<file path="config.mk">
export PLATFORM = sky130hd
export DESIGN_NAME = im_loader_flat
export DESIGN_NICKNAME = d
export VERILOG_FILES = /design/src/rtl/im_loader_pkg.sv /design/src/rtl/im_loader_if.sv /design/src/rtl/im_loader_asm.sv /design/src/rtl/im_loader.sv /design/src/flat_wrapper.sv
export SDC_FILE = /design/constraint.sdc
export NUM_CORES = 1
export LEC_CHECK = 0
export ABC_AREA = 0
export BUFFER_PORTS_ARGS = -buffer_cell sky130_fd_sc_hd__buf_2
export CORE_ASPECT_RATIO = 1.5
export CORE_MARGIN = 3
export CORE_UTILIZATION = 55
export CTS_BUF_LIST = sky130_fd_sc_hd__clkbuf_16
export CTS_CLUSTER_SIZE = 10
export DETAILED_ROUTE_END_ITERATION = 8
export PLACE_DENSITY = 0.77
export SLEW_MARGIN = 20
export SYNTH_ARGS = -nofsm -noshare
export SYNTH_HDL_FRONTEND = slang
export SYNTH_SLANG_ARGS = --single-unit
</file>
<file path="constraint.sdc">
create_clock -name clk -period 12.96 [get_ports clk]
set_input_delay 3.24 -clock clk [delete_from_list [all_inputs] [get_ports clk]]
set_output_delay 3.24 -clock clk [all_outputs]
set_load 0.1 [all_outputs]
</file>
<file path="src/rtl/im_loader_pkg.sv">
// im_loader shared definitions: FSM state encodings, header and word geometry.
// Optional feature macro: IM_LOADER_CHECKSUM_EN (adds a trailing XOR checksum byte).
package im_loader_pkg;

    typedef enum logic [2:0] {
        StHdr0,
        StHdr1,
        StData,
        StWrite,
        StCsum,
        StDone,
        StError
    } state_e;

    // Header carries a little-endian word count
    localparam int unsigned HdrBytes     = 2;
    localparam int unsigned CountW       = 8 * HdrBytes;

    // Byte lanes per instruction word
    localparam int unsigned BytesPerWord = 4;
    localparam int unsigned LaneW        = $clog2(BytesPerWord);
    localparam int unsigned WordW        = 8 * BytesPerWord;

    // States in which the loader takes stream bytes
    function automatic logic accepts_bytes(input state_e st);
        return (st == StHdr0) || (st == StHdr1) || (st == StData) || (st == StCsum);
    endfunction

endpackage

</file>
<file path="src/rtl/im_loader_if.sv">
// im_loader bus bundle: incoming byte stream plus the write port into im.
// master = the loader (drives the im port, sinks the stream);
// slave  = the environment (sources the stream, hosts im).
// Optional feature macro: IM_LOADER_CHECKSUM_EN (no effect on this bundle).
interface im_loader_if
    import im_loader_pkg::*;
#(
    parameter int unsigned IM_ADDR_W = 10
) ();

    logic [7:0]           in_data;
    logic                 in_valid;
    logic                 in_ready;
    logic                 IM_read;
    logic                 IM_write;
    logic                 IM_enable;
    logic [IM_ADDR_W-1:0] IM_address;
    logic [WordW-1:0]     IMin;

    modport master (
        input  in_data,
        input  in_valid,
        output in_ready,
        output IM_read,
        output IM_write,
        output IM_enable,
        output IM_address,
        output IMin
    );

    modport slave (
        output in_data,
        output in_valid,
        input  in_ready,
        input  IM_read,
        input  IM_write,
        input  IM_enable,
        input  IM_address,
        input  IMin
    );

endinterface

</file>
<file path="src/rtl/im_loader_asm.sv">
// im_loader_asm: byte-to-word assembler. Places accepted data bytes into
// little-endian lanes, flags a completed word for one cycle and, when
// IM_LOADER_CHECKSUM_EN is defined, keeps a running XOR of every stream byte.
module im_loader_asm
    import im_loader_pkg::*;
(
    input  logic             clk,
    input  logic             rst,
    input  logic             take,       // data byte accepted this cycle
    input  logic [7:0]       data,
`ifdef IM_LOADER_CHECKSUM_EN
    input  logic             acc_en,     // any header or data byte accepted
    output logic [7:0]       csum,
`endif
    output logic             last_lane,  // next accepted byte completes the word
    output logic             word_full,  // high the cycle after a word completes
    output logic [WordW-1:0] word_next   // word including the byte being taken
);

    logic [LaneW-1:0] byte_cnt_q;
    logic [WordW-1:0] word_q;
    logic             word_full_q;

    // Merge the incoming byte into its lane so the completed word is visible at once
    always_comb begin
        last_lane = (byte_cnt_q == LaneW'(BytesPerWord - 1));
        word_next = word_q;
        if (take) begin
            word_next[{byte_cnt_q, 3'b000} +: 8] = data;
        end
    end

    assign word_full = word_full_q;

    // Lane counter wraps to zero after the last lane, ready for the next word
    always_ff @(posedge clk or posedge rst) begin
        if (rst) begin
            byte_cnt_q  <= '0;
            word_q      <= '0;
            word_full_q <= 1'b0;
        end else begin
            word_q      <= word_next;
            word_full_q <= take && last_lane;
            if (take) begin
                byte_cnt_q <= byte_cnt_q + LaneW'(1);
            end
        end
    end

`ifdef IM_LOADER_CHECKSUM_EN
    logic [7:0] csum_q;

    // XOR of header and data bytes; the checksum byte itself is not folded in
    always_ff @(posedge clk or posedge rst) begin
        if (rst) begin
            csum_q <= '0;
        end else if (acc_en) begin
            csum_q <= csum_q ^ data;
        end
    end

    assign csum = csum_q;
`endif

endmodule

</file>
<file path="src/rtl/im_loader.sv">
// im_loader: boot-time program loader. Reads a little-endian word count and
// that many 32-bit words from a byte stream, writes them into im from address
// 0 upward and holds the core in reset until the image is in place.
// Optional feature macro: IM_LOADER_CHECKSUM_EN (trailing XOR checksum byte,
// mismatch ends in the error state).
module im_loader
    import im_loader_pkg::*;
#(
    parameter int unsigned IM_ADDR_W = 10,
    parameter int unsigned MAX_WORDS = 256
) (
    input  logic        clk,
    input  logic        rst,
    im_loader_if.master bus,
    output logic        cpu_rst,
    output logic        done,
    output logic        err
);

    localparam logic [CountW:0] MaxCount = (CountW + 1)'(MAX_WORDS);

`ifdef IM_LOADER_CHECKSUM_EN
    localparam state_e AfterLast = StCsum;
`else
    localparam state_e AfterLast = StDone;
`endif

    state_e               state_q, state_d;
    logic [CountW-1:0]    count_q;
    logic [CountW-1:0]    word_idx_q;
    logic                 in_ready_q;
    logic                 im_write_q;
    logic [IM_ADDR_W-1:0] addr_q;
    logic [WordW-1:0]     imin_q;
    logic                 cpu_rst_q;
    logic                 done_q;
    logic                 err_q;

    logic                 xfer;
    logic                 take;
    logic                 last_lane;
    logic                 word_full;
    logic [WordW-1:0]     word_next;
    logic [CountW-1:0]    count_full;
    logic                 last_word;

    assign xfer       = bus.in_valid && in_ready_q;
    assign take       = xfer && (state_q == StData);
    assign count_full = {bus.in_data, count_q[7:0]};
    assign last_word  = (word_idx_q == count_q - CountW'(1));

`ifdef IM_LOADER_CHECKSUM_EN
    logic       acc_en;
    logic [7:0] csum;

    assign acc_en = xfer && ((state_q == StHdr0) || (state_q == StHdr1) || (state_q == StData));
`endif

    im_loader_asm u_asm (
        .clk       (clk),
        .rst       (rst),
        .take      (take),
        .data      (bus.in_data),
`ifdef IM_LOADER_CHECKSUM_EN
        .acc_en    (acc_en),
        .csum      (csum),
`endif
        .last_lane (last_lane),
        .word_full (word_full),
        .word_next (word_next)
    );

    // Next-state decode
    always_comb begin
        state_d = state_q;
        unique case (state_q)
            StHdr0: begin
                if (xfer) begin
                    state_d = StHdr1;
                end
            end
            StHdr1: begin
                if (xfer) begin
                    if (count_full == '0) begin
                        state_d = AfterLast;
                    end else if ({1'b0, count_full} > MaxCount) begin
                        state_d = StError;
                    end else begin
                        state_d = StData;
                    end
                end
            end
            StData: begin
                if (xfer && last_lane) begin
                    state_d = StWrite;
                end
            end
            StWrite: begin
                if (word_full) begin
                    state_d = last_word ? AfterLast : StData;
                end
            end
            StCsum: begin
`ifdef IM_LOADER_CHECKSUM_EN
                if (xfer) begin
                    state_d = (bus.in_data == csum) ? StDone : StError;
                end
`else
                state_d = StError;  // not reachable without the checksum option
`endif
            end
            StDone:  state_d = StDone;
            StError: state_d = StError;
            default: state_d = StError;
        endcase
    end

    // State, counters and registered outputs (outputs follow the state being entered)
    always_ff @(posedge clk or posedge rst) begin
        if (rst) begin
            state_q    <= StHdr0;
            count_q    <= '0;
            word_idx_q <= '0;
            in_ready_q <= 1'b0;
            im_write_q <= 1'b0;
            addr_q     <= '0;
            imin_q     <= '0;
            cpu_rst_q  <= 1'b1;
            done_q     <= 1'b0;
            err_q      <= 1'b0;
        end else begin
            state_q <= state_d;
            if (xfer && (state_q == StHdr0)) begin
                count_q[7:0] <= bus.in_data;
            end
            if (xfer && (state_q == StHdr1)) begin
                count_q[15:8] <= bus.in_data;
            end
            if (state_q == StWrite) begin
                word_idx_q <= word_idx_q + CountW'(1);
            end
            // Address and data are only loaded on entry to the write cycle and hold otherwise
            if (state_d == StWrite) begin
                addr_q <= {word_idx_q[IM_ADDR_W-3:0], 2'b00};
                imin_q <= word_next;
            end
            in_ready_q <= accepts_bytes(state_d);
            im_write_q <= (state_d == StWrite);
            cpu_rst_q  <= (state_d != StDone);
            done_q     <= (state_d == StDone);
            err_q      <= (state_d == StError);
        end
    end

    assign bus.in_ready   = in_ready_q;
    assign bus.IM_read    = 1'b0;
    assign bus.IM_write   = im_write_q;
    assign bus.IM_enable  = im_write_q;
    assign bus.IM_address = addr_q;
    assign bus.IMin       = imin_q;
    assign cpu_rst        = cpu_rst_q;
    assign done           = done_q;
    assign err            = err_q;

endmodule

</file>
<file path="src/flat_wrapper.sv">
// flat-port wrapper written by rule: the top's interface ports become plain ports
module im_loader_flat import im_loader_pkg::*;
#(
    parameter int unsigned IM_ADDR_W = 10,
    parameter int unsigned MAX_WORDS = 256
)
  (clk, rst, cpu_rst, done, err, bus_in_data, bus_in_valid, bus_in_ready, bus_IM_read, bus_IM_write, bus_IM_enable, bus_IM_address, bus_IMin);
  im_loader_if #(.IM_ADDR_W(IM_ADDR_W)) bus_i ();
  input  logic clk;
  input  logic rst;
  output logic cpu_rst;
  output logic done;
  output logic err;
  input wire logic [$bits(bus_i.in_data)-1:0] bus_in_data;
  input wire logic [$bits(bus_i.in_valid)-1:0] bus_in_valid;
  output wire logic [$bits(bus_i.in_ready)-1:0] bus_in_ready;
  output wire logic [$bits(bus_i.IM_read)-1:0] bus_IM_read;
  output wire logic [$bits(bus_i.IM_write)-1:0] bus_IM_write;
  output wire logic [$bits(bus_i.IM_enable)-1:0] bus_IM_enable;
  output wire logic [$bits(bus_i.IM_address)-1:0] bus_IM_address;
  output wire logic [$bits(bus_i.IMin)-1:0] bus_IMin;
  assign bus_i.in_data = bus_in_data;
  assign bus_i.in_valid = bus_in_valid;
  assign bus_in_ready = bus_i.in_ready;
  assign bus_IM_read = bus_i.IM_read;
  assign bus_IM_write = bus_i.IM_write;
  assign bus_IM_enable = bus_i.IM_enable;
  assign bus_IM_address = bus_i.IM_address;
  assign bus_IMin = bus_i.IMin;
  im_loader #(.IM_ADDR_W(IM_ADDR_W), .MAX_WORDS(MAX_WORDS)) u_core (.clk(clk), .rst(rst), .bus(bus_i), .cpu_rst(cpu_rst), .done(done), .err(err));
endmodule
</file>
# Yosys cells after proc, flatten, opt, wreduce, memory -nomap -nowiden
# Index checks and enable logic that the tools add are counted.
# totals
wordCells	56
ff_bits	115
output_inout_bits	49
in_bits	11
# op_classes
reduce_logical	12
order_cmp	1
n_addsub	4
n_mux	10
n_eq_ne	13
shifts	2
# op_table
operator	count
bitwise mux 32 bit	1
two-way mux 32 bit	1
variable shift 8 x 7 -> 32 bit, first input constant	1
indexed part select 8 x 7 -> 32 bit	1
two-way mux 3 bit	7
adder 16 x 1 -> 16 bit, second input constant	1
equality test 16 bit	1
> comparator 16 x 9 -> 1 bit, second input constant	1
zero test 16 bit	1
subtractor 16 x 1 -> 16 bit, second input constant	1
one-hot mux 3 bit (5 select lines)	1
equality test 3 x 2 -> 1 bit, second input constant	4
equality test 3 bit, second input constant	4
negation 5 -> 7 bit	1
equality test 3 x 1 -> 1 bit, second input constant	2
logical AND 1 bit	6
zero test 3 bit	2
logical OR 1 bit	3
!= test 3 bit, second input constant	1
adder 2 x 1 -> 2 bit, second input constant	1
equality test 2 bit, second input constant	1

# Logic depth before layout (Yosys ltp)
# depth
word_depth	9
ltp_mapped	9
depth_no_buf	8

# Hierarchy
# From an unflattened synthesis, not the netlist that was laid out.
# hier_totals
cells_unflattened	451
hier_area_um2	5454.0
# modules_own_cells
mod	seq_area_each_um2	n_inst	area_each_um2	cells_each
im_loader	2003.2	1	3877.5	335
im_loader_asm	875.8	1	1576.5	116

# Least setup slack after synthesis
# Ideal clock, no wire load.
# synth_timing
path_kind	input to register
startpoint	input bus_in_valid
endpoint	register u_core.imin_q[18] (netlist: u_core.bus.IMin[18])
n_path_buf	1
setup_time_ns	0.128
required_ns	12.832
path_stages	7
arrival_ns	4.550
path_slack_ns	8.282
cell_sequence	nand3b_1 > nor3b_2 > nand2_1 > clkbuf_1 > nand2_1 > o21ai_1 > mux2_1
# synth_between
word_cells_on_any_way	9
classes_between	1 x eq/ne; 5 x mux; 3 x reduce/logical
# synth_rtl
element	line_no	source
start, declared	flat_wrapper.sv:15	input wire logic [$bits(bus_i.in_valid)-1:0] bus_in_valid;
logical AND 1 bit	im_loader.sv:47	assign xfer = bus.in_valid && in_ready_q;
logical AND 1 bit	im_loader.sv:48	assign take = xfer && (state_q == StData);
two-way mux 32 bit	im_loader_asm.sv:28	if (take) begin
named net u_core.u_asm.word_next[18]	im_loader_asm.sv:17	output logic [WordW-1:0] word_next
end signal, assigned	im_loader.sv:145	imin_q <= word_next;
end, declared	im_loader.sv:34	logic [WordW-1:0] imin_q;
# The timed path passes the listed nets, and every way through them passes these cells.
# A chain may end at the register's enable or synchronous reset.

# Worst setup path in the final report
# layout_timing
startpoint	input bus_in_valid
endpoint	register u_core.imin_q[16] (netlist: u_core.bus.IMin[16])
# layout_between
elab_chain_len	5
word_cells_on_any_way	9
classes_between	1 x eq/ne; 5 x mux; 3 x reduce/logical
# layout_lines
element	line_no	source
logical AND 1 bit (*)	im_loader.sv:47	
logical AND 1 bit	im_loader.sv:94	if (xfer && last_lane) begin
two-way mux 3 bit	im_loader.sv:94	
one-hot mux 3 bit (5 select lines)	im_loader.sv:76	unique case (state_q)
equality test 3 x 2 -> 1 bit	im_loader.sv:143	if (state_d == StWrite) begin
# Every way passes the cells marked *; elsewhere a longest branch is shown, timed or not.

==> results.md <==
- Status: finished, final reports clean
- Net switching power figure: between 0.15 and 0.2 mW
- Vias in the first global route: approximately 3.7k
- Max Cap Violations: 0
- Slew Viols, Final: 0
- CP endpoint kind: register
- Internal power: a little over 0.6 mW
- Postcts setup bufs: 0
- Hold wc startpoint: u_core.bus.IMin[18]
- H-tree depth: 4
- Initial antenna violation count: 0
- Synth-to-Final Area Change: 17.0%
- GRT Overall Usage: 0.215
- Largest net degree at the start of global routing: 68
- Synth cell types: 53
- Final wirelength: roughly 11000 µm
- First-pass GRT wire length: approximately 18000 µm
- Root Driver: clkbuf_16
- Die Span Y: around 120 µm
- Worst slew pin tran: 930 ps
- Crit path from: bus_in_valid
- Vias per std cell: 5.62
- Final period utilization: 0.384
- Ys Warns: 0
- Share of the yosys chip area belonging to registers: 0.558
- CP Class: in2reg
- Post-Syn Area: ~0.0052 mm²
- Core area: 0.00899 mm²
- Commonest non-fill, non-tap cell in the layout: dfrtp_1
- Chip width: 85.1 µm
- Setup violations, final: 0
- CP Data Required Time: between 10000 and 15000 ps
- Cts repair resizes: 0
- Power per Cell Area: between 100 and 150 mW/mm²
- Share of cells above drive strength 1: 0.295
- FP Rows: 42
- CTS buffer count: 17
- Placed cells: 597
- Clock skew: 7.70 ps
- IO Pins: 60
- Asr flop ratio synth: 1.00
- Synthesized area per cell: about 12 µm²
- Detailed placer's ending HPWL: between 7000 and 8000 µm
- Most frequent cells in the layout: dfrtp_1 (114), nand2_1 (83), buf_2 (56), mux2_2 (54), o21ai_1 (32)
- Pleak: ~3 nW
- Clk_lat worst skew: 410 ps
- TritonRoute pass-1 iters: 4
- Final core utilization: 0.672
- Worst-path fanout max: 33
- Primary FF master, synth: dfrtp_1
- Total power: roughly 0.8 mW
- CP arrival: around 5300 ps
- EDFF count, synth: 0
- DR vias: about 3.5k
- Synthesis-stage register bit count: 115
- Port buffer count: between 50 and 60
- F_max: 201 MHz
- Hold Crit Class: reg2reg
- Crit start category: primary input
- Seq pwr share: 0.450
- RSZ-0062 raised after global routing: no
- Clock Tree Buf Depth: 2
- Final layout net count: between 500 and 600
- Comb power frac: 0.021
- Worst IR Drop VDD: between 0.00009 and 0.0001 V
- Share of power burned in the clock network: 0.529
- Post-detailed-route count of antenna-violating nets: 0
- # DRC: 0
- Crit path time final: between 4000 and 5000 ps
- GP Congestion: about 0.78
- Final setup TNS: 0 ps
- Die Area: roughly 0.011 mm²
- Fin cells: 629
- Starting Density: 0.574
- # clock sinks: between 100 and 150
- Relative slew slack: 0.379
- CTS Hold Bufs: 0
- ANT cells: 0
- Cells after synthesis: 447
- Sw Ratio: 0.222
- Drt first-iter violations: approximately 160
- Worst-path clk slew: ~50 ps
- Hold Vio Cnt, Final: 0
- CTS tree: yes
- Reg-to-Reg Start: u_core.count_q[0]
- Hold slack final: roughly 480 ps
- WL per Instance: between 15 and 20 µm
- Fillers: around 660
- Gr ovfl total: 0
==> metal layers <==
layer,track usage,routed length [µm]
met1,0.237,4060
met2,0.367,5570
met3,0.0543,470
met4,0.124,446
met5,0,0
==> cell type report <==
cell class | count | area (µm²) | share of cell area
Clock buffer | 17 | 425 | 0.0705
Clock inverter | 15 | 119 | 0.0197
Inverter | 6 | 25.0 | 0.00414
Multi-Input combinational cell | 309 | 2160 | 0.358
Sequential cell | 115 | 2880 | 0.477
Tap cell | 110 | 138 | 0.0228
Timing Repair Buffer | 57 | 288 | 0.0477
==> final timing paths <==
| path | depth (start not counted) | to | slack [ps] |
|---|---|---|---|
| max | 7 | u_core.bus.IMin[16] | 7980 |
| min in group asynchronous | 2 | u_core.bus.in_ready | 2900 |
| min reg2reg | 1 | u_core.bus.IMin[18] | 480 |
| max in group asynchronous | 3 | u_core.u_asm.word_q[10] | 8840 |
| max reg2reg | 8 | u_core.bus.in_ready | 10200 |
| min | 1 | u_core.bus.IMin[18] | 480 |
==> power by group through the flow <==
stage	logic, mW	clock network [mW]	registers (mW)
2_1_floorplan	0.0109	0	0.366
3_3_place_gp	0.0167	0	0.366
3_5_place_dp	0.0173	0	0.366
4_1_cts	0.0175	0.428	0.359
5_1_grt	0.0188	0.444	0.359
6_report	0.0169	0.422	0.359
==> cell families after synthesis <==
logic type      count (synthesis)  synth area share
compound gates                 51            0.0572
xor+xnor                       38            0.0659
fa+ha+maj                       8            0.0194
buf+inv                        25            0.0245
flops                         115             0.558
mux                            57             0.124
other cells                     1          0.000726
simple gates                  152             0.151
==> worst max-delay path, stage by stage <==
cell and delay [ps]:
buf_2 80, and3b_1 170, o2bb2ai_1 100, mux2i_1 150
nand3b_1 400, inv_2 680, mux2_2 430
==> stage by stage <==
stage               setup slack (ps)  area [µm²]
finish                          7980        6040
global placement                7680        5490
floorplan                       6680        5170
global route                    7780        6040
detailed placement              7540        5490
CTS                             7970        6040
==> registers in the layout, indices dropped and copies added, names as in the netlist <==
name                     flops
u_core.u_asm.word_q         32
u_core.count_q              16
u_core.bus.IM_enable         1
u_core.err                   1
u_core.u_asm.byte_cnt_q      2
u_core.bus.in_ready          1
u_core.bus.IM_address        8
u_core.bus.IMin             32
u_core.cpu_rst               1
u_core.word_idx_q           16
u_core.state_q               3
u_core.u_asm.word_full       1
u_core.done                  1
==> synthesized netlist by cell type (7+ instances only) <==
master    number  share of area
ha_1           8          0.019
nand3_1        7         0.0068
dfrtp_1      114           0.55
nand2_1       83          0.060
xnor2_1       23          0.039
clkbuf_1       8         0.0058
nor3_1        12          0.012
mux2_2        54           0.12
nor2_1         8         0.0058
o21ai_0        7         0.0068
xor2_1        14          0.024
o21ai_1       32          0.031
Power figures use the tool's default switching activity.
